<file path="config.mk">
export PLATFORM = sky130hd
export DESIGN_NAME = hex_display_scan_flat
export DESIGN_NICKNAME = d
export VERILOG_FILES = /design/src/rtl/display_pkg.sv /design/src/rtl/hex_display_scan_if.sv /design/src/rtl/hex_to_seg7.sv /design/src/rtl/hex_display_scan.sv /design/src/flat_wrapper.sv
export SDC_FILE = /design/constraint.sdc
export NUM_CORES = 1
export LEC_CHECK = 0
export ABC_AREA = 1
export BUFFER_PORTS_ARGS = -buffer_cell sky130_fd_sc_hd__buf_4
export CORE_AREA = 2 2 88 90
export DETAILED_ROUTE_END_ITERATION = 8
export DIE_AREA = 0 0 90 92
export GPL_TIMING_DRIVEN = 1
export PLACE_DENSITY = 0.75
export RECOVER_POWER = 50
export SLEW_MARGIN = 20
export SYNTH_ARGS = -nofsm -noshare
export SYNTH_HDL_FRONTEND = slang
export SYNTH_SLANG_ARGS = --single-unit
</file>
<file path="constraint.sdc">
create_clock -name clock -period 4.63 [get_ports clock]
set_input_delay 0.926 -clock clock [delete_from_list [all_inputs] [get_ports clock]]
set_output_delay 0.926 -clock clock [all_outputs]
set_load 0.03 [all_outputs]
</file>
<file path="src/rtl/display_pkg.sv">
// Shared types and constants for the seven-segment scan driver.
// Glyphs are active-low cathode patterns ordered {g,f,e,d,c,b,a}.
package display_pkg;

  typedef enum logic {
    BLANK = 1'b0,
    SHOW  = 1'b1
  } scan_state_t;

  localparam logic [6:0] SEG_BLANK = 7'h7F;
  localparam logic [7:0] AN_OFF    = 8'hFF;

  localparam logic [6:0] GLYPH [16] = '{
    7'h40, 7'h79, 7'h24, 7'h30, 7'h19, 7'h12, 7'h02, 7'h78,
    7'h00, 7'h10, 7'h08, 7'h03, 7'h46, 7'h21, 7'h06, 7'h0E
  };

endpackage

</file>
<file path="src/rtl/hex_display_scan_if.sv">
// Display data in, anode/cathode pins out; the driver sits on the slave side.
interface hex_display_scan_if;

  logic [31:0] disp_data;
  logic        lz_en;
  logic [7:0]  an;
  logic [6:0]  seg;
  logic        dp;

  modport master (output disp_data, lz_en, input an, seg, dp);
  modport slave  (input disp_data, lz_en, output an, seg, dp);

endinterface

</file>
<file path="src/rtl/hex_to_seg7.sv">
// Combinational hex nibble to active-low seven-segment glyph decoder.
module hex_to_seg7
  import display_pkg::*;
(
  input  logic [3:0] nibble,
  output logic [6:0] seg
);

  always_comb begin
    seg = GLYPH[nibble];
  end

endmodule

</file>
<file path="src/rtl/hex_display_scan.sv">
// Eight-digit multiplexed display scanner with inter-digit blanking,
// per-scan snapshot of the data word and optional leading-zero blanking.
module hex_display_scan
  import display_pkg::*;
#(
  parameter int DIGIT_TICKS = 100000,
  parameter int BLANK_TICKS = 1000
) (
  input  logic                clock,
  input  logic                reset_n,
  hex_display_scan_if.slave   bus
);

  localparam int MAX_TICKS = (DIGIT_TICKS > BLANK_TICKS) ? DIGIT_TICKS : BLANK_TICKS;
  localparam int CNT_W     = $clog2(MAX_TICKS);

  scan_state_t      state, next_state;
  logic [CNT_W-1:0] cnt, next_cnt;
  logic [2:0]       dig, next_dig;
  logic [31:0]      snap;
  logic             snap_lz;
  logic             capture;
  logic [7:0]       an_q, next_an;
  logic [6:0]       seg_q, next_seg;
  logic [3:0]       nibble;
  logic [6:0]       glyph;
  logic [7:0]       sup_mask;
  logic             zero_above;

  // On the capture edge snap is still stale, so digit 0 decodes the live word.
  always_comb begin
    nibble = capture ? bus.disp_data[3:0] : snap[{dig, 2'b00} +: 4];
  end

  hex_to_seg7 u_dec (
    .nibble (nibble),
    .seg    (glyph)
  );

  always_comb begin
    zero_above = 1'b1;
    sup_mask   = '0;
    for (int k = 7; k >= 1; k--) begin
      zero_above  = zero_above & (snap[4*k +: 4] == 4'h0);
      sup_mask[k] = snap_lz & zero_above;
    end
  end

  always_comb begin
    next_state = state;
    next_cnt   = cnt + 1'b1;
    next_dig   = dig;
    next_an    = an_q;
    next_seg   = seg_q;
    capture    = 1'b0;
    case (state)
      BLANK: begin
        if (cnt == CNT_W'(BLANK_TICKS - 1)) begin
          next_state = SHOW;
          next_cnt   = '0;
          capture    = (dig == 3'd0);
          next_an    = ~(8'b1 << dig);
          next_seg   = sup_mask[dig] ? SEG_BLANK : glyph;
        end
      end
      SHOW: begin
        if (cnt == CNT_W'(DIGIT_TICKS - 1)) begin
          next_state = BLANK;
          next_cnt   = '0;
          next_dig   = dig + 3'd1;
          next_an    = AN_OFF;
          next_seg   = SEG_BLANK;
        end
      end
      default: begin
        next_state = BLANK;
        next_cnt   = '0;
      end
    endcase
  end

  always_ff @(posedge clock or negedge reset_n) begin
    if (!reset_n) begin
      state   <= BLANK;
      cnt     <= '0;
      dig     <= '0;
      snap    <= '0;
      snap_lz <= 1'b0;
      an_q    <= AN_OFF;
      seg_q   <= SEG_BLANK;
    end else begin
      state <= next_state;
      cnt   <= next_cnt;
      dig   <= next_dig;
      an_q  <= next_an;
      seg_q <= next_seg;
      if (capture) begin
        snap    <= bus.disp_data;
        snap_lz <= bus.lz_en;
      end
    end
  end

  assign bus.an  = an_q;
  assign bus.seg = seg_q;
  assign bus.dp  = 1'b1;

endmodule

</file>
<file path="src/flat_wrapper.sv">
// flat-port wrapper written by rule: the top's interface ports become plain ports
module hex_display_scan_flat import display_pkg::*;
#(
  parameter int DIGIT_TICKS = 100000,
  parameter int BLANK_TICKS = 1000
)
  (clock, reset_n, bus_disp_data, bus_lz_en, bus_an, bus_seg, bus_dp);
  hex_display_scan_if bus_i ();
  input  logic clock;
  input  logic reset_n;
  input wire logic [$bits(bus_i.disp_data)-1:0] bus_disp_data;
  input wire logic [$bits(bus_i.lz_en)-1:0] bus_lz_en;
  output wire logic [$bits(bus_i.an)-1:0] bus_an;
  output wire logic [$bits(bus_i.seg)-1:0] bus_seg;
  output wire logic [$bits(bus_i.dp)-1:0] bus_dp;
  assign bus_i.disp_data = bus_disp_data;
  assign bus_i.lz_en = bus_lz_en;
  assign bus_an = bus_i.an;
  assign bus_seg = bus_i.seg;
  assign bus_dp = bus_i.dp;
  hex_display_scan #(.DIGIT_TICKS(DIGIT_TICKS), .BLANK_TICKS(BLANK_TICKS)) u_core (.clock(clock), .reset_n(reset_n), .bus(bus_i));
endmodule
</file>
==> results of run 1 <==
## state kept, by name (all words and copies together) (netlist names)
name	cells
u_core.bus.an	8
u_core.state	1
u_core.cnt	17
u_core.snap_lz	1
u_core.snap	32
u_core.bus.seg	7
u_core.dig	3
## cell families after synthesis
logic type,count (synthesis),share of synthesized area (%)
xor+xnor,7,1.55
mux,3,0.759
buf+inv,117,11.5
flops,69,44.1
simple gates,249,29.2
compound gates,65,8.95
fa+ha+maj,12,3.80
other cells,1,0.0948
## worst max-delay path by stage
stage | endpoint | cells after the start | slack (ps) | start
3_3_place_gp | u_core.bus.seg[3]$_DFFE_PN1P_ | 13 | 1670 | u_core.dig[0]$_DFFE_PN0P_
4_1_cts | u_core.bus.seg[2]$_DFFE_PN1P_ | 13 | 1520 | u_core.dig[0]$_DFFE_PN0P_
3_5_place_dp | u_core.bus.seg[2]$_DFFE_PN1P_ | 13 | 1560 | u_core.dig[0]$_DFFE_PN0P_
6_report | u_core.bus.seg[2]$_DFFE_PN1P_ | 13 | 1530 | u_core.dig[0]$_DFFE_PN0P_
5_1_grt | u_core.bus.seg[0]$_DFFE_PN1P_ | 12 | 1230 | u_core.dig[0]$_DFFE_PN0P_
2_1_floorplan | u_core.bus.seg[3]$_DFFE_PN1P_ | 15 | 2500 | u_core.dig[0]$_DFFE_PN0P_
## worst max-delay path, stage by stage, from the launching register on
cell and delay, ps:
sky130_fd_sc_hd__dfrtp_1 880, sky130_fd_sc_hd__inv_2 250, sky130_fd_sc_hd__ha_1 280, sky130_fd_sc_hd__nand2_1 180, sky130_fd_sc_hd__inv_1 90, sky130_fd_sc_hd__nand3_2 90
sky130_fd_sc_hd__buf_4 450, sky130_fd_sc_hd__nand3_1 240, sky130_fd_sc_hd__nand2_4 180, sky130_fd_sc_hd__inv_2 80, sky130_fd_sc_hd__nand3_1 70, sky130_fd_sc_hd__nand3_1 80
sky130_fd_sc_hd__o21ai_1 100, sky130_fd_sc_hd__inv_1 50
## report_power, final
part | total, mW | internal, mW | switching, mW | leakage [nW]
clock | 0.520 | 0.292 | 0.228 | 0.106
sequential | 0.606 | 0.605 | 0.00119 | 0.868
combinational | 0.0369 | 0.0190 | 0.0179 | 1.70
## stage by stage
stage | util, % | power (mW) | instances | hold slack, ps
6_report | 61.7 | 1.16 | 677 | 470
3_5_place_dp | 59.0 | 0.655 | 661 | 469
2_1_floorplan | - | 0.621 | 523 | 433
5_1_grt | 61.7 | 1.21 | 677 | 496
4_1_cts | 61.8 | 1.18 | 677 | 479
3_3_place_gp | 59.0 | 0.655 | 661 | 456
## synthesized netlist by cell type
cell | n | area [um^2]
sky130_fd_sc_hd__nor3_1 | 5 | 25.0
sky130_fd_sc_hd__nand3_2 | 3 | 30.0
sky130_fd_sc_hd__nand3b_1 | 1 | 7.51
sky130_fd_sc_hd__conb_1 | 1 | 3.75
sky130_fd_sc_hd__o211ai_1 | 5 | 37.5
sky130_fd_sc_hd__nor2_1 | 47 | 176
sky130_fd_sc_hd__nor4_2 | 1 | 12.5
sky130_fd_sc_hd__a21oi_1 | 8 | 40.0
sky130_fd_sc_hd__xnor2_1 | 2 | 17.5
sky130_fd_sc_hd__clkbuf_1 | 4 | 15.0
sky130_fd_sc_hd__ha_1 | 12 | 150
sky130_fd_sc_hd__nor3b_1 | 3 | 22.5
sky130_fd_sc_hd__nand4_1 | 9 | 56.3
sky130_fd_sc_hd__dfstp_2 | 15 | 394
sky130_fd_sc_hd__nand2_4 | 4 | 45.0
sky130_fd_sc_hd__inv_1 | 94 | 353
sky130_fd_sc_hd__mux2i_1 | 3 | 30.0
sky130_fd_sc_hd__nand3_1 | 50 | 250
sky130_fd_sc_hd__o21a_1 | 1 | 7.51
sky130_fd_sc_hd__dfrtp_1 | 54 | 1350
sky130_fd_sc_hd__o21ai_1 | 5 | 25.0
sky130_fd_sc_hd__nand2_1 | 113 | 424
sky130_fd_sc_hd__nand2_2 | 3 | 18.8
sky130_fd_sc_hd__a21oi_2 | 3 | 26.3
sky130_fd_sc_hd__xor2_1 | 5 | 43.8
sky130_fd_sc_hd__buf_4 | 1 | 7.51
sky130_fd_sc_hd__nor2_8 | 1 | 20.0
sky130_fd_sc_hd__o21ai_0 | 42 | 210
sky130_fd_sc_hd__nor2_2 | 4 | 25.0
sky130_fd_sc_hd__nor4_1 | 3 | 18.8
sky130_fd_sc_hd__a21boi_0 | 1 | 7.51
sky130_fd_sc_hd__nor2_4 | 2 | 22.5
sky130_fd_sc_hd__buf_2 | 10 | 50.1
sky130_fd_sc_hd__inv_2 | 8 | 30.0
## cell type report
class                      instances  area (um^2)  area share [%]
sequential                        69         1750            38.0
clock buffer                      13          169            3.67
timing repair buffer              51          380            8.27
clock inverter                     3         42.5           0.925
tap                              102          128            2.78
inverter                         102          383            8.33
multi-input combinational        337         1750            38.1
## metal layers
| layer | up-vias | track usage [%] | share of wire [%] | routed length [um] |
|---|---|---|---|---|
| met5 | - | 0 | 0 | 0 |
| li1 | 1724 | - | - | - |
| met3 | 15 | 5.01 | 5.2 | 439 |
| met4 | 0 | 9.10 | 1.9 | 163 |
| met1 | 1604 | 27.4 | 45 | 3740 |
| met2 | 97 | 35.8 | 48 | 4040 |
## cells in the final DEF (no fill, tap or decap), types with 2 or more instances in the layout
| cell type | instances |
|---|---|
| sky130_fd_sc_hd__inv_2 | 7 |
| sky130_fd_sc_hd__xnor2_1 | 2 |
| sky130_fd_sc_hd__dfrtp_1 | 54 |
| sky130_fd_sc_hd__clkbuf_8 | 12 |
| sky130_fd_sc_hd__buf_4 | 50 |
| sky130_fd_sc_hd__ha_1 | 12 |
| sky130_fd_sc_hd__nor3b_1 | 3 |
| sky130_fd_sc_hd__o21ai_0 | 42 |
| sky130_fd_sc_hd__a21oi_1 | 8 |
| sky130_fd_sc_hd__dfstp_2 | 15 |
| sky130_fd_sc_hd__nor2_4 | 2 |
| sky130_fd_sc_hd__mux2i_1 | 3 |
| sky130_fd_sc_hd__nor2_2 | 4 |
| sky130_fd_sc_hd__nand2_2 | 3 |
| sky130_fd_sc_hd__nor4_1 | 3 |
| sky130_fd_sc_hd__nand3_2 | 2 |
| sky130_fd_sc_hd__xor2_1 | 5 |
| sky130_fd_sc_hd__nand3_1 | 51 |
| sky130_fd_sc_hd__nand4_1 | 9 |
| sky130_fd_sc_hd__a21oi_2 | 3 |
| sky130_fd_sc_hd__o21ai_1 | 5 |
| sky130_fd_sc_hd__inv_1 | 95 |
| sky130_fd_sc_hd__o211ai_1 | 5 |
| sky130_fd_sc_hd__nand2_4 | 4 |
| sky130_fd_sc_hd__nand2_1 | 113 |
| sky130_fd_sc_hd__nor3_1 | 5 |
| sky130_fd_sc_hd__nor2_1 | 47 |
==> results.txt, run 1 <==
Wires add up to 8.38 mm. The post-placement setup slack is 1560 ps. The first global-routing pass estimated 14.5 mm of wire.

The accumulated negative setup slack is 0 ps. Clock tree synthesis selected as its root buffer the cell sky130_fd_sc_hd__clkbuf_8. The total standard cell area after synthesis came out at 3960 um^2. The leakage power is 2.67 nW. The number of antenna diodes in the final layout is 0. After synthesis, flip-flops and latches occupy 44.1% of the total area. Buffers inserted to repair hold after CTS numbered 0. The type of destination of the critical path is a register. The power per standard cell area came out at 253 nW/um^2. After detailed routing, the number of remaining DRC violations is 0. The H-tree was split into 3 levels. The number of standard-cell rows in the floorplan is 32. The maximum net fanout on the critical path is 60. In the routed layout, each cell is associated on average with a via count of 5.08. The number of storage elements in the synthesis netlist came out at 69. The reported max-cap violation count came out at 1.

The total cell area at the placement stage came out at 4390 um^2. The initial cell density of the core is 53.1%. The number of global-route vias before repair is 3267.

The depth of the worst hold-timing path came out at 1. The detail route stage leaves a number of antenna-violating nets equal to 0. The startpoint identified for the worst hold timing path is u_core.cnt[0]$_DFF_PN0_. The part of the cycle the worst path needs is 66.9%. The number of pins exceeding their max-slew limit in the final report is 70. The critical path arrival is 3390 ps.

The number of port buffers is 49. The per-cell routed wire length is 12.4 um. The clock reaches the later pin of the worst-skew pair after 350 ps. The final critical path time including I/O delays and setup is 3100 ps. At the pin with the least slew margin, the transition time is 1700 ps. The largest net degree at the start of global routing is 70. Setup repair after global routing left no endpoint under its margin. In this run, post-CTS repair resized a total of 0 instances. The count of clock tree sinks is 69. The count of cell types in the netlist is 34.

The final setup violation count is 0. Between clock sinks in the finished design, the worst skew comes to 9.93 ps. The total clock buffers created by CTS came out at 9. The number of nets at the end of the flow is 617. The CTS tree is done. From left edge to right edge, the die measures 90 um. The height of the die came out at 92 um. The total nets after synthesis came out at 570. The number of setup buffers added after CTS is 0. The clock-pin slew on the worst setup and hold paths is 70 ps. The number of buffers between clock root and the deepest sink came out at 2. For hold timing, the worst endpoint is u_core.cnt[0]$_DFF_PN0_. The average cell area after synthesis is 7.56 um^2.

The number of inserted filler cells in the final layout is 718. The end of the worst register-to-register path is u_core.bus.seg[2]$_DFFE_PN1P_. The number of endpoints with negative hold slack in the final report is 0.

The normalized max-slew margin came out at -13.1%. The share of layout cells above drive strength 1 is 18.8%. In this run the register-to-register setup slack is 1530 ps. The die footprint came out at 8280 um^2.

Timing would allow up to 0.323 GHz. In this run the standard cell core region covers 7450 um^2. The depth of the most critical reg-to-reg path came out at 13.

IR analysis of the VDD net gives a maximum drop of 0.166 mV. After routing the design area is 4600 um^2. The number of antenna violations at the first check in global routing is 0.

The number of vias after detailed routing is 3440. The number of top-level pins came out at 51. The first-pass detailed-route iteration total is 5.

The checks that failed: capacitance limit, slew limit. The overflow left after global routing is 0. Relative to the synthesized area, the layout overhead comes to 16.2%.

The post-layout worst setup margin is 1530 ps. The flow ran to the end, but the final reports show violations. Summed over all nets, the half-perimeter wirelength after detailed placement is 6.03 mm. The cell count after synthesis came out at 523. The critical path start-end classification is reg -> reg.

The warning count from the yosys run is 0. The launch instance of the worst register-to-register path is u_core.dig[0]$_DFFE_PN0P_. The congestion estimate from routability-driven global placement came to 0.945.

The starting DRC count in detailed routing is 130. STA puts the critical path data required time at 4920 ps. The worst hold path belongs to the class reg -> reg. In the global route stage, overall resource usage came out at 21.7%. The worst setup path is launched from a register.
Power figures use the tool's default switching activity.
==> run 2: changes to the inputs <==
--- a/config.mk
+++ b/config.mk
@@ -5,11 +5,11 @@
 export SDC_FILE = /design/constraint.sdc
 export NUM_CORES = 1
 export LEC_CHECK = 0
-export ABC_AREA = 1
+export ABC_AREA = 0
 export BUFFER_PORTS_ARGS = -buffer_cell sky130_fd_sc_hd__buf_4
-export CORE_AREA = 2 2 88 90
+export CORE_AREA = 2 2 85 87
 export DETAILED_ROUTE_END_ITERATION = 8
-export DIE_AREA = 0 0 90 92
+export DIE_AREA = 0 0 87 89
 export GPL_TIMING_DRIVEN = 1
 export PLACE_DENSITY = 0.75
 export RECOVER_POWER = 50
==> constraint.sdc (replaced) <==
create_clock -name clock -period 3.05 [get_ports clock]
set_input_delay 0.61 -clock clock [delete_from_list [all_inputs] [get_ports clock]]
set_output_delay 0.61 -clock clock [all_outputs]
set_load 0.03 [all_outputs]
==> results.txt, run 2 <==
The flow ran to the end, but the final reports show violations. The final reports fail on capacitance limit, slew limit. The worst hold path belongs to the class in -> reg. The reported max-cap violation count is 1 (unchanged).

The number of hold buffers added after cts came out at 0 (unchanged). The top cell types in the final layout, fill and taps aside, are 112 x sky130_fd_sc_hd__nand2_1, 53 x sky130_fd_sc_hd__dfrtp_1, 51 x sky130_fd_sc_hd__buf_4. The maximum net fanout on the critical path came out at 13 (-78%). The per-cell routed wire length came out at 15.0 um (+21%). The total wirelength of the detailed-routed design is 7.72 mm (-8.0%). The proportion of synthesized area in mux cells came out at 9.26% (+8.5 points). The proportion of synthesized chip area in sequential cells came out at 48.2% (+4.1 points). The worst-case clock skew is 9.64 ps (-0.291 ps).

The area of the core came to 6720 um^2 (-9.8%). TritonCTS built the clock tree. The die footprint came out at 7740 um^2 (-6.5%).

The basic-gate share of the synthesized area counting and, or, nand and nor cells came out at 24.3% (-4.9 points). The height of the die is 89 um (-3.3%). The count of cell types in the netlist is 47 (+38%).

The part of the cycle the worst path needs is 87.1% (+20 points). The DRC violation count after routing is 0 (unchanged). The highest achievable clock rate came out at 0.376 GHz (+17%). The adder and majority gate portion of the synthesized area is 4.15% (+0.35 points).

The worst path buffer plus inverter count is 2 (-3). The share of layout cells above drive strength 1 is 22.6% (+3.8 points). The count of flip-flops with a built-in enable after synthesis was 0 (unchanged).

The number of flip-flops under the largest register name came out at 32 (unchanged). By count the netlist is led by 112 x sky130_fd_sc_hd__nand2_1, 54 x sky130_fd_sc_hd__dfrtp_1, 26 x sky130_fd_sc_hd__nor2_1. The final core utilization is 63.6% (+1.9 points).

Setup repair after global routing left no endpoint under its margin. The type of destination of the critical path is a register. The depth of the worst hold-timing path is 3 (+2).

The number of pins exceeding their max-slew limit in the final report is 70 (unchanged). The initial cell density of the core is 53.9% (+0.77 points). The normalized max-slew margin was -9.80% (+3.3 points). The most frequent cell after synthesis is sky130_fd_sc_hd__nand2_1. The number of nets at the end of the flow is 476 (-23%). The number of standard-cell rows in the floorplan came out at 30 (-6.3%).

STA classifies the critical path startpoint as a register. The total standard cell area after synthesis is 3620 um^2 (-8.5%). The commonest non-fill, non-tap cell in the layout is sky130_fd_sc_hd__nand2_1. The largest net degree at the start of global routing came to 70 (unchanged).

The post-layout total power came out at 1.82 mW (+56%). The maximum level of the CTS H-tree was 3 (unchanged). The via count normalized by instance count came out at 5.45 (+7.2%). The proportion of synthesized flip-flops having asynchronous set or reset is 100% (unchanged). The leakage power was 1.88 nW (-30%). The count of clock tree sinks is 69 (unchanged).

The kind of cell with the highest combined delay on the critical path is compound AO/OA/AOI/OAI gates. The tree is rooted in a sky130_fd_sc_hd__clkbuf_8. The number of global-route vias before repair came to 2749 (-16%). The hold-critical path endpoint is u_core.snap[25]$_DFFE_PN0P_. The area added between synthesis and finish came out at 18.0%. The global-route wire length before repair came out at 13.0 mm (-10%). The final HPWL from detailed placement is 5.58 mm (-7.6%). Traced cell by cell, the critical path runs through inv_1, ha_1, and2_1, nand4_4, o21ai_1, inv_1, ha_1, mux2_1, a22oi_1, a21oi_1. The total clock buffers created by CTS came out at 9 (unchanged).

The aggregate global-route resource usage was 22.0% (+0.34 points). The post-route worst hold slack came out at 459 ps (-11.1 ps). The power per standard cell area came out at 425 nW/um^2 (+68%).

The endpoint identified for the worst register-to-register timing path is u_core.bus.seg[6]$_DFFE_PN1P_. The number of buffers between clock root and the deepest sink came out at 2 (unchanged). The first-pass detailed-route iteration total is 4 (-1). The share of the synthesized area in the top cell type is 37.3% (+3.2 points). The clock latency of the later-clocked register in the worst-skew pair is 350 ps (about the same). The cell count after synthesis is 378 (-28%). The number of port buffers came out at 49 (unchanged). The overflow left after global routing was 0 (unchanged). The largest incremental delay on the critical path came out at 530 ps (-350 ps). The clock-pin slew on the worst setup and hold paths came out at 70 ps (about the same). The worst voltage drop across the vdd grid came to 0.232 mV (+40%). The warning count from the yosys run came out at 0 (unchanged).

The area fraction in compound gates after synthesis came to 6.91% (-2.0 points). The number of storage elements in the synthesis netlist came out at 69 (unchanged). The register with the most flip-flops in the final layout is u_core.snap. The critical path arrival came out at 2940 ps (-450 ps).

The average cell area after synthesis came out at 9.58 um^2 (+27%). The count of nets left with antenna violations after detail routing came to 0 (unchanged). The depth of the most critical reg-to-reg path is 10 (-3).

By area, the combinational part of the netlist is dominated by simple AND/OR/NAND/NOR gates. The total nets after synthesis is 425 (-25%). The final setup violation count is 0 (unchanged). By area the synthesized netlist is led by sky130_fd_sc_hd__dfrtp_1 37%, sky130_fd_sc_hd__nand2_1 12%, sky130_fd_sc_hd__dfstp_2 11%. The transition time at the pin with the least slew margin came out at 1650 ps (-49.9 ps). The slowest stage of the critical path belongs to the cell sky130_fd_sc_hd__dfrtp_2. The dominant synthesized flop cell is sky130_fd_sc_hd__dfrtp_1. The critical path in this run is classified as reg -> reg. The number of antenna violations at the first check in global routing came out at 0 (unchanged). The cell depth of the worst setup path came out at 10 (-3). The required time at the worst-slack endpoint came out at 3330 ps (-1590 ps). The accumulated negative setup slack came out at 0 ps (unchanged).

The number of top-level pins came out at 51 (unchanged). The starting DRC count in detailed routing came out at 111 (-15%). The synthesized design spends more area on one cell type than any other, namely sky130_fd_sc_hd__dfrtp_1. The final antenna diode count came out at 0 (unchanged). The final critical path time including I/O delays and setup is 2660 ps (-440 ps). The overall die width is 87 um (-3.3%). The xor/xnor share of the synthesized area came out at 3.87% (+2.3 points). The routability congestion estimate is 0.852 (-9.8%). In this run the most critical hold path is launched from bus_disp_data[25]. In this run the critical register-to-register path is launched from u_core.dig[0]$_DFFE_PN0P_. The number of vias after detailed routing is 2801 (-19%).

The number of inserted filler cells in the final layout came to 584 (-19%). The reg-to-reg setup timing slack was 390 ps (-1140 ps). The number of endpoints with negative hold slack in the final report is 0 (unchanged).
-- run 2: changes by cell type in the layout (fill, tap and decap cells not counted), sizes merged, moves of 5 or more --
cell | before | now
a21oi | 11 | 21
and3 | 0 | 6
inv | 102 | 10
mux2 | 0 | 6
mux4 | 0 | 8
nand2 | 120 | 112
nand3 | 53 | 15
nand4 | 9 | 4
nor2 | 54 | 26
o211ai | 5 | 0
o21ai | 47 | 12
xnor2 | 2 | 7
-- run 2: per-layer routing --
layer / GRT usage, % / up-vias / part of all wire (%)
li1: - / 1384 / -
met1: 28.2 / 1346 / 46
met2: 35.7 / 59 / 48
met3: 4.52 / 12 / 3.9
met4: 11.1 / 0 / 2.0
met5: 0 / - / 0
-- run 2: layout make-up --
class	count	area, um^2	share of cell area (%)
multi-input cells	284	1760	41.3
inverters	10	37.5	0.878
repair buffers	55	399	9.34
clock buffers	12	155	3.63
flip-flops and latches	69	1750	40.9
clock inverters	4	70.1	1.64
well taps	80	100	2.34
-- run 2: timing repair --
action	CTS	global route
resized for setup	0	3
setup buffers	0	0
setup endpoints to repair	0	5
hold endpoints to repair	0	0
-- run 2: cells by family (layout without fill, tap and decap cells) --
kind of cell / after synthesis / after routing
AO/OA/AOI/OAI: 44 / 44
multiplexers: 18 / 18
adder cells (fa/ha/maj): 12 / 12
other: 1 / 1
flip-flops: 69 / 69
XOR/XNOR: 16 / 16
buffers and inverters: 25 / 81
AND/OR/NAND/NOR: 193 / 193
-- run 2: metrics by stage --
| step | cells | setup slack (ps) | instance area, um^2 |
|---|---|---|---|
| after detailed placement | 498 | 92.4 | 4060 |
| final | 514 | 392 | 4270 |
| after CTS | 514 | 78.1 | 4290 |
| after floorplan | 378 | 415 | 3620 |
| after global routing | 514 | 163 | 4270 |
| after global placement | 498 | 263 | 4060 |
-- run 2: how the worst max path moves through the flow --
stage,start,endpoint,slack (ps)
6_report,u_core.dig[0]$_DFFE_PN0P_,u_core.bus.seg[6]$_DFFE_PN1P_,390
5_1_grt,u_core.dig[0]$_DFFE_PN0P_,u_core.bus.seg[6]$_DFFE_PN1P_,160
4_1_cts,u_core.dig[0]$_DFFE_PN0P_,u_core.bus.seg[6]$_DFFE_PN1P_,80
3_5_place_dp,u_core.dig[0]$_DFFE_PN0P_,u_core.bus.seg[6]$_DFFE_PN1P_,90
3_3_place_gp,u_core.dig[0]$_DFFE_PN0P_,u_core.bus.seg[6]$_DFFE_PN1P_,260
2_1_floorplan,u_core.dig[0]$_DFFE_PN0P_,u_core.bus.seg[3]$_DFFE_PN1P_,410
-- run 2: power breakdown --
group	total (mW)	switching [mW]	internal, mW	leakage (nW)
Combinational	0.0559	0.0276	0.0283	1.04
Clock	0.845	0.342	0.503	0.116
Sequential	0.916	0	0.916	0.722
-- run 2: worst register-to-register path, delay by kind of cell (launching register included) --
| family | cells | cell delay [ps] |
|---|---|---|
| buf+inv | 2 | 320 |
| compound gates | 3 | 590 |
| simple gates | 2 | 400 |
| fa+ha+maj | 2 | 460 |
| flops | 1 | 530 |
| mux | 1 | 290 |
==> run 3: changes to the inputs <==
--- a/config.mk
+++ b/config.mk
@@ -5,15 +5,16 @@
 export SDC_FILE = /design/constraint.sdc
 export NUM_CORES = 1
 export LEC_CHECK = 0
-export ABC_AREA = 0
+export ABC_AREA = 1
 export BUFFER_PORTS_ARGS = -buffer_cell sky130_fd_sc_hd__buf_4
-export CORE_AREA = 2 2 85 87
+export CORE_AREA = 2 2 88 90
 export DETAILED_ROUTE_END_ITERATION = 8
-export DIE_AREA = 0 0 87 89
+export DIE_AREA = 0 0 90 92
 export GPL_TIMING_DRIVEN = 1
 export PLACE_DENSITY = 0.75
 export RECOVER_POWER = 50
 export SLEW_MARGIN = 20
 export SYNTH_ARGS = -nofsm -noshare
 export SYNTH_HDL_FRONTEND = slang
+export SYNTH_HIERARCHICAL = 1
 export SYNTH_SLANG_ARGS = --single-unit
==> results.txt, run 3 <==
The total wirelength of the detailed-routed design was 8.11 mm (+5.1%). The signal on the critical path passes through inv_1, ha_1, inv_1, nor3_1, nand3_2, o21ai_1, inv_1, ha_1, nand2_1, nand3_1, nand2_1, nor2_1, nand2_1, nor2_1, nor2_1. CTS placed an instance of sky130_fd_sc_hd__clkbuf_8 at the clock tree root. The basic-gate share of the synthesized area counting and, or, nand and nor cells came out at 27.0% (+2.6 points). By area the synthesized netlist is led by sky130_fd_sc_hd__dfrtp_1 35%, sky130_fd_sc_hd__nand2_1 12%, sky130_fd_sc_hd__dfstp_2 10%. The worst hold path startpoint is u_core/cnt[0]$_DFF_PN0_. The largest area contributor in the netlist is sky130_fd_sc_hd__dfrtp_1. The maximum net fanout on the critical path came out at 9 (-4). u_core/snap holds more flip-flops than any other register. The number of pins exceeding their max-slew limit in the final report came to 70 (unchanged). The number of port buffers came out at 49 (unchanged).

The share of the synthesized area in the top cell type was 34.5% (-2.8 points). The final setup violation count came to 0 (unchanged). The min-delay analysis places its worst path in the category reg -> reg.

The average cell area after synthesis is 7.48 um^2 (-22%). The depth of the most critical reg-to-reg path came out at 15 (+5). Relative to the synthesized area, the layout overhead comes to 14.6%. The number of nets at the end of the flow came out at 619 (+30%). The combinational family with the most area after synthesis is simple AND/OR/NAND/NOR gates.

The leakage power is 2.34 nW (+25%). The run finished, with violations left. The final HPWL from detailed placement is 5.90 mm (+5.8%). The worst-case clock skew came out at 7.18 ps (-2.46 ps). The clock latency of the later-clocked register in the worst-skew pair came to 340 ps (about the same). sky130_fd_sc_hd__nand2_1 is the most common cell in the netlist. The largest net degree at the start of global routing came out at 70 (unchanged). The critical path arrival is 2970 ps (+30 ps). The worst voltage drop across the vdd grid came to 0.250 mV (+7.5%). The overflow left after global routing is 0 (unchanged). The number of hold buffers added after cts was 0 (unchanged). The number of vias after detailed routing was 3348 (+20%). The number of standard-cell rows in the floorplan came to 32 (+6.7%). The highest achievable clock rate is 0.371 GHz (-1.3%). The DRC violation count after routing is 0 (unchanged). The clock-pin slew on the worst setup and hold paths was 70 ps (about the same). The accumulated negative setup slack came out at 0 ps (unchanged).

In the synthesized netlist the dominant register cell turns out to be sky130_fd_sc_hd__dfrtp_1. By startpoint and endpoint, the worst setup path is classified as reg -> reg. The count of nets left with antenna violations after detail routing came out at 0 (unchanged).

The proportion of synthesized area in mux cells is 0% (-9.3 points). STA classifies the critical path endpoint as a register. The checks that failed: capacitance limit, slew limit. The total nets after synthesis came out at 572 (+35%). The starting DRC count in detailed routing is 126 (+14%). The routability congestion estimate came out at 0.959 (+12%). The per-cell routed wire length came out at 12.0 um (-20%). The cell with the largest stage delay on the worst path is sky130_fd_sc_hd__dfrtp_1. The number of endpoints with negative hold slack in the final report came out at 0 (unchanged). The count of clock tree sinks is 69 (unchanged). The largest incremental delay on the critical path came out at 380 ps (-150 ps). The reg-to-reg setup timing slack is 360 ps (-30 ps). The number of flip-flops under the largest register name is 32 (unchanged). The final critical path time including I/O delays and setup is 2690 ps (+34.3 ps). The transition time at the pin with the least slew margin was 1630 ps (-14.5 ps). The reported max-cap violation count is 1 (unchanged). The endpoint identified for the worst register-to-register timing path is u_core/bus.seg[3]$_DFFE_PN1P_. The area fraction in compound gates after synthesis is 10.9% (+4.0 points).

The library cell used most frequently in the layout, excluding fill and tap cells, is sky130_fd_sc_hd__nand2_1. The number of setup buffers added after CTS was 0 (unchanged). The die footprint came out at 8280 um^2 (+6.9%). The proportion of synthesized flip-flops having asynchronous set or reset came to 100% (unchanged). The post-layout total power is 1.60 mW (-12%). The count of cell types in the netlist came out at 31 (-34%).

The global-route wire length before repair came out at 14.3 mm (+9.9%). The share of layout cells above drive strength 1 is 18.8% (-3.8 points). The number of antenna violations at the first check in global routing came out at 0 (unchanged). The worst path buffer plus inverter count came to 3 (+1). The number of buffers between clock root and the deepest sink is 2 (unchanged).

The final core utilization is 60.2% (-3.4 points). The maximum level of the CTS H-tree came out at 3 (unchanged). The total standard cell area after synthesis is 3910 um^2 (+8.1%). The depth of the worst hold-timing path came out at 1 (-2). The part of the cycle the worst path needs is 88.3% (+1.1 points).

The number of storage elements in the synthesis netlist is 69 (unchanged). The path with the worst hold slack has its endpoint at u_core/cnt[0]$_DFF_PN0_. The final antenna diode count is 0 (unchanged). The area of the core came to 7450 um^2 (+11%).

The aggregate global-route resource usage was 21.4% (-0.62 points). The total clock buffers created by CTS was 9 (unchanged). The number of top-level pins was 51 (unchanged).

The height of the die is 92 um (+3.4%). The number of placed instances with taps included came out at 661 (+33%). The filler-free cell count of the finished design came out at 677 (+32%). Counting instances in the post-synthesis netlist gives the leading cell types as 123 x sky130_fd_sc_hd__nand2_1, 84 x sky130_fd_sc_hd__nor2_1, 65 x sky130_fd_sc_hd__inv_1.

TritonCTS built the clock tree. The number of global-route vias before repair is 3300 (+20%). The cell count after synthesis is 523 (+38%). The count of flip-flops with a built-in enable after synthesis is 0 (unchanged). The overall die width is 90 um (+3.4%). The adder and majority gate portion of the synthesized area was 4.48% (+0.33 points). The initial cell density of the core is 52.5% (-1.3 points). Setup repair after global routing left no endpoint under its margin.

The first-pass detailed-route iteration total is 4 (unchanged). The normalized max-slew margin is -8.84% (+0.97 points). The proportion of synthesized chip area in sequential cells was 44.6% (-3.6 points). The via count normalized by instance count is 4.95 (-9.2%). The xor/xnor share of the synthesized area is 1.79% (-2.1 points). The required time at the worst-slack endpoint is 3320 ps (about the same). Grouping stages by cell kind, the critical path spends the most delay in simple AND/OR/NAND/NOR gates. The worst register-to-register path begins at u_core/dig[1]$_DFFE_PN0P_. The power per standard cell area was 356 nW/um^2 (-16%). The worst setup path is launched from a register. The warning count from the yosys run is 6 (+6).

In the layout the commonest cells are 123 x sky130_fd_sc_hd__nand2_1, 84 x sky130_fd_sc_hd__nor2_1, 65 x sky130_fd_sc_hd__inv_1.
run 3: final cells by class:
class / instances / area (um^2)
repair buffers: 56 / 422
inverters: 78 / 293
flip-flops and latches: 69 / 1750
clock inverters: 5 / 27.5
fillers: 710 / 2960
multi-input cells: 356 / 1740
clock buffers: 11 / 131
well taps: 102 / 128
run 3: cells by family (layout without fill, tap and decap cells):
logic type	count (synthesis)	in the layout
xor+xnor	8	8
other cells	1	1
fa+ha+maj	14	14
compound gates	82	82
simple gates	251	251
buf+inv	98	150
flops	69	69
run 3: how the worst max path moves through the flow:
| stage | startpoint | end | depth (start not counted) |
|---|---|---|---|
| after global routing | u_core/dig[1]$_DFFE_PN0P_ | u_core/bus.seg[3]$_DFFE_PN1P_ | 16 |
| final | u_core/dig[1]$_DFFE_PN0P_ | u_core/bus.seg[3]$_DFFE_PN1P_ | 15 |
| after detailed placement | u_core/dig[1]$_DFFE_PN0P_ | u_core/bus.seg[0]$_DFFE_PN1P_ | 14 |
| after floorplan | u_core/dig[0]$_DFFE_PN0P_ | u_core/bus.seg[3]$_DFFE_PN1P_ | 18 |
| after global placement | u_core/cnt[0]$_DFF_PN0_ | u_core/bus.seg[3]$_DFFE_PN1P_ | 19 |
| after CTS | u_core/dig[1]$_DFFE_PN0P_ | u_core/bus.seg[0]$_DFFE_PN1P_ | 14 |
run 3: per-layer routing:
| layer | vias up | global-route usage [%] | routed length, um |
|---|---|---|---|
| met1 | 1520 | 26.3 | 3690 |
| met2 | 92 | 36.8 | 3860 |
| met5 | - | 0 | 0 |
| li1 | 1720 | - | - |
| met3 | 16 | 3.45 | 353 |
| met4 | 0 | 10.4 | 210 |
run 3: power by group:
part,internal [mW],total (mW),switching [mW]
Clock,0.289,0.621,0.331
Combinational,0.0296,0.0603,0.0307
Sequential,0.916,0.916,0
run 3: timing repair:
| item | 4_1_cts | 5_1_grt |
|---|---|---|
| gates resized for setup | 0 | 3 |
| setup endpoints to repair | 0 | 6 |
| endpoints found under the hold margin | 0 | 0 |
run 3: stage by stage:
step	worst slack, ps	area [um^2]	hold WS, ps
after floorplan	281	3910	314
after global placement	466	4320	447
after detailed placement	276	4320	455
after CTS	280	4480	393
after global routing	0.657	4480	506
final	358	4480	461
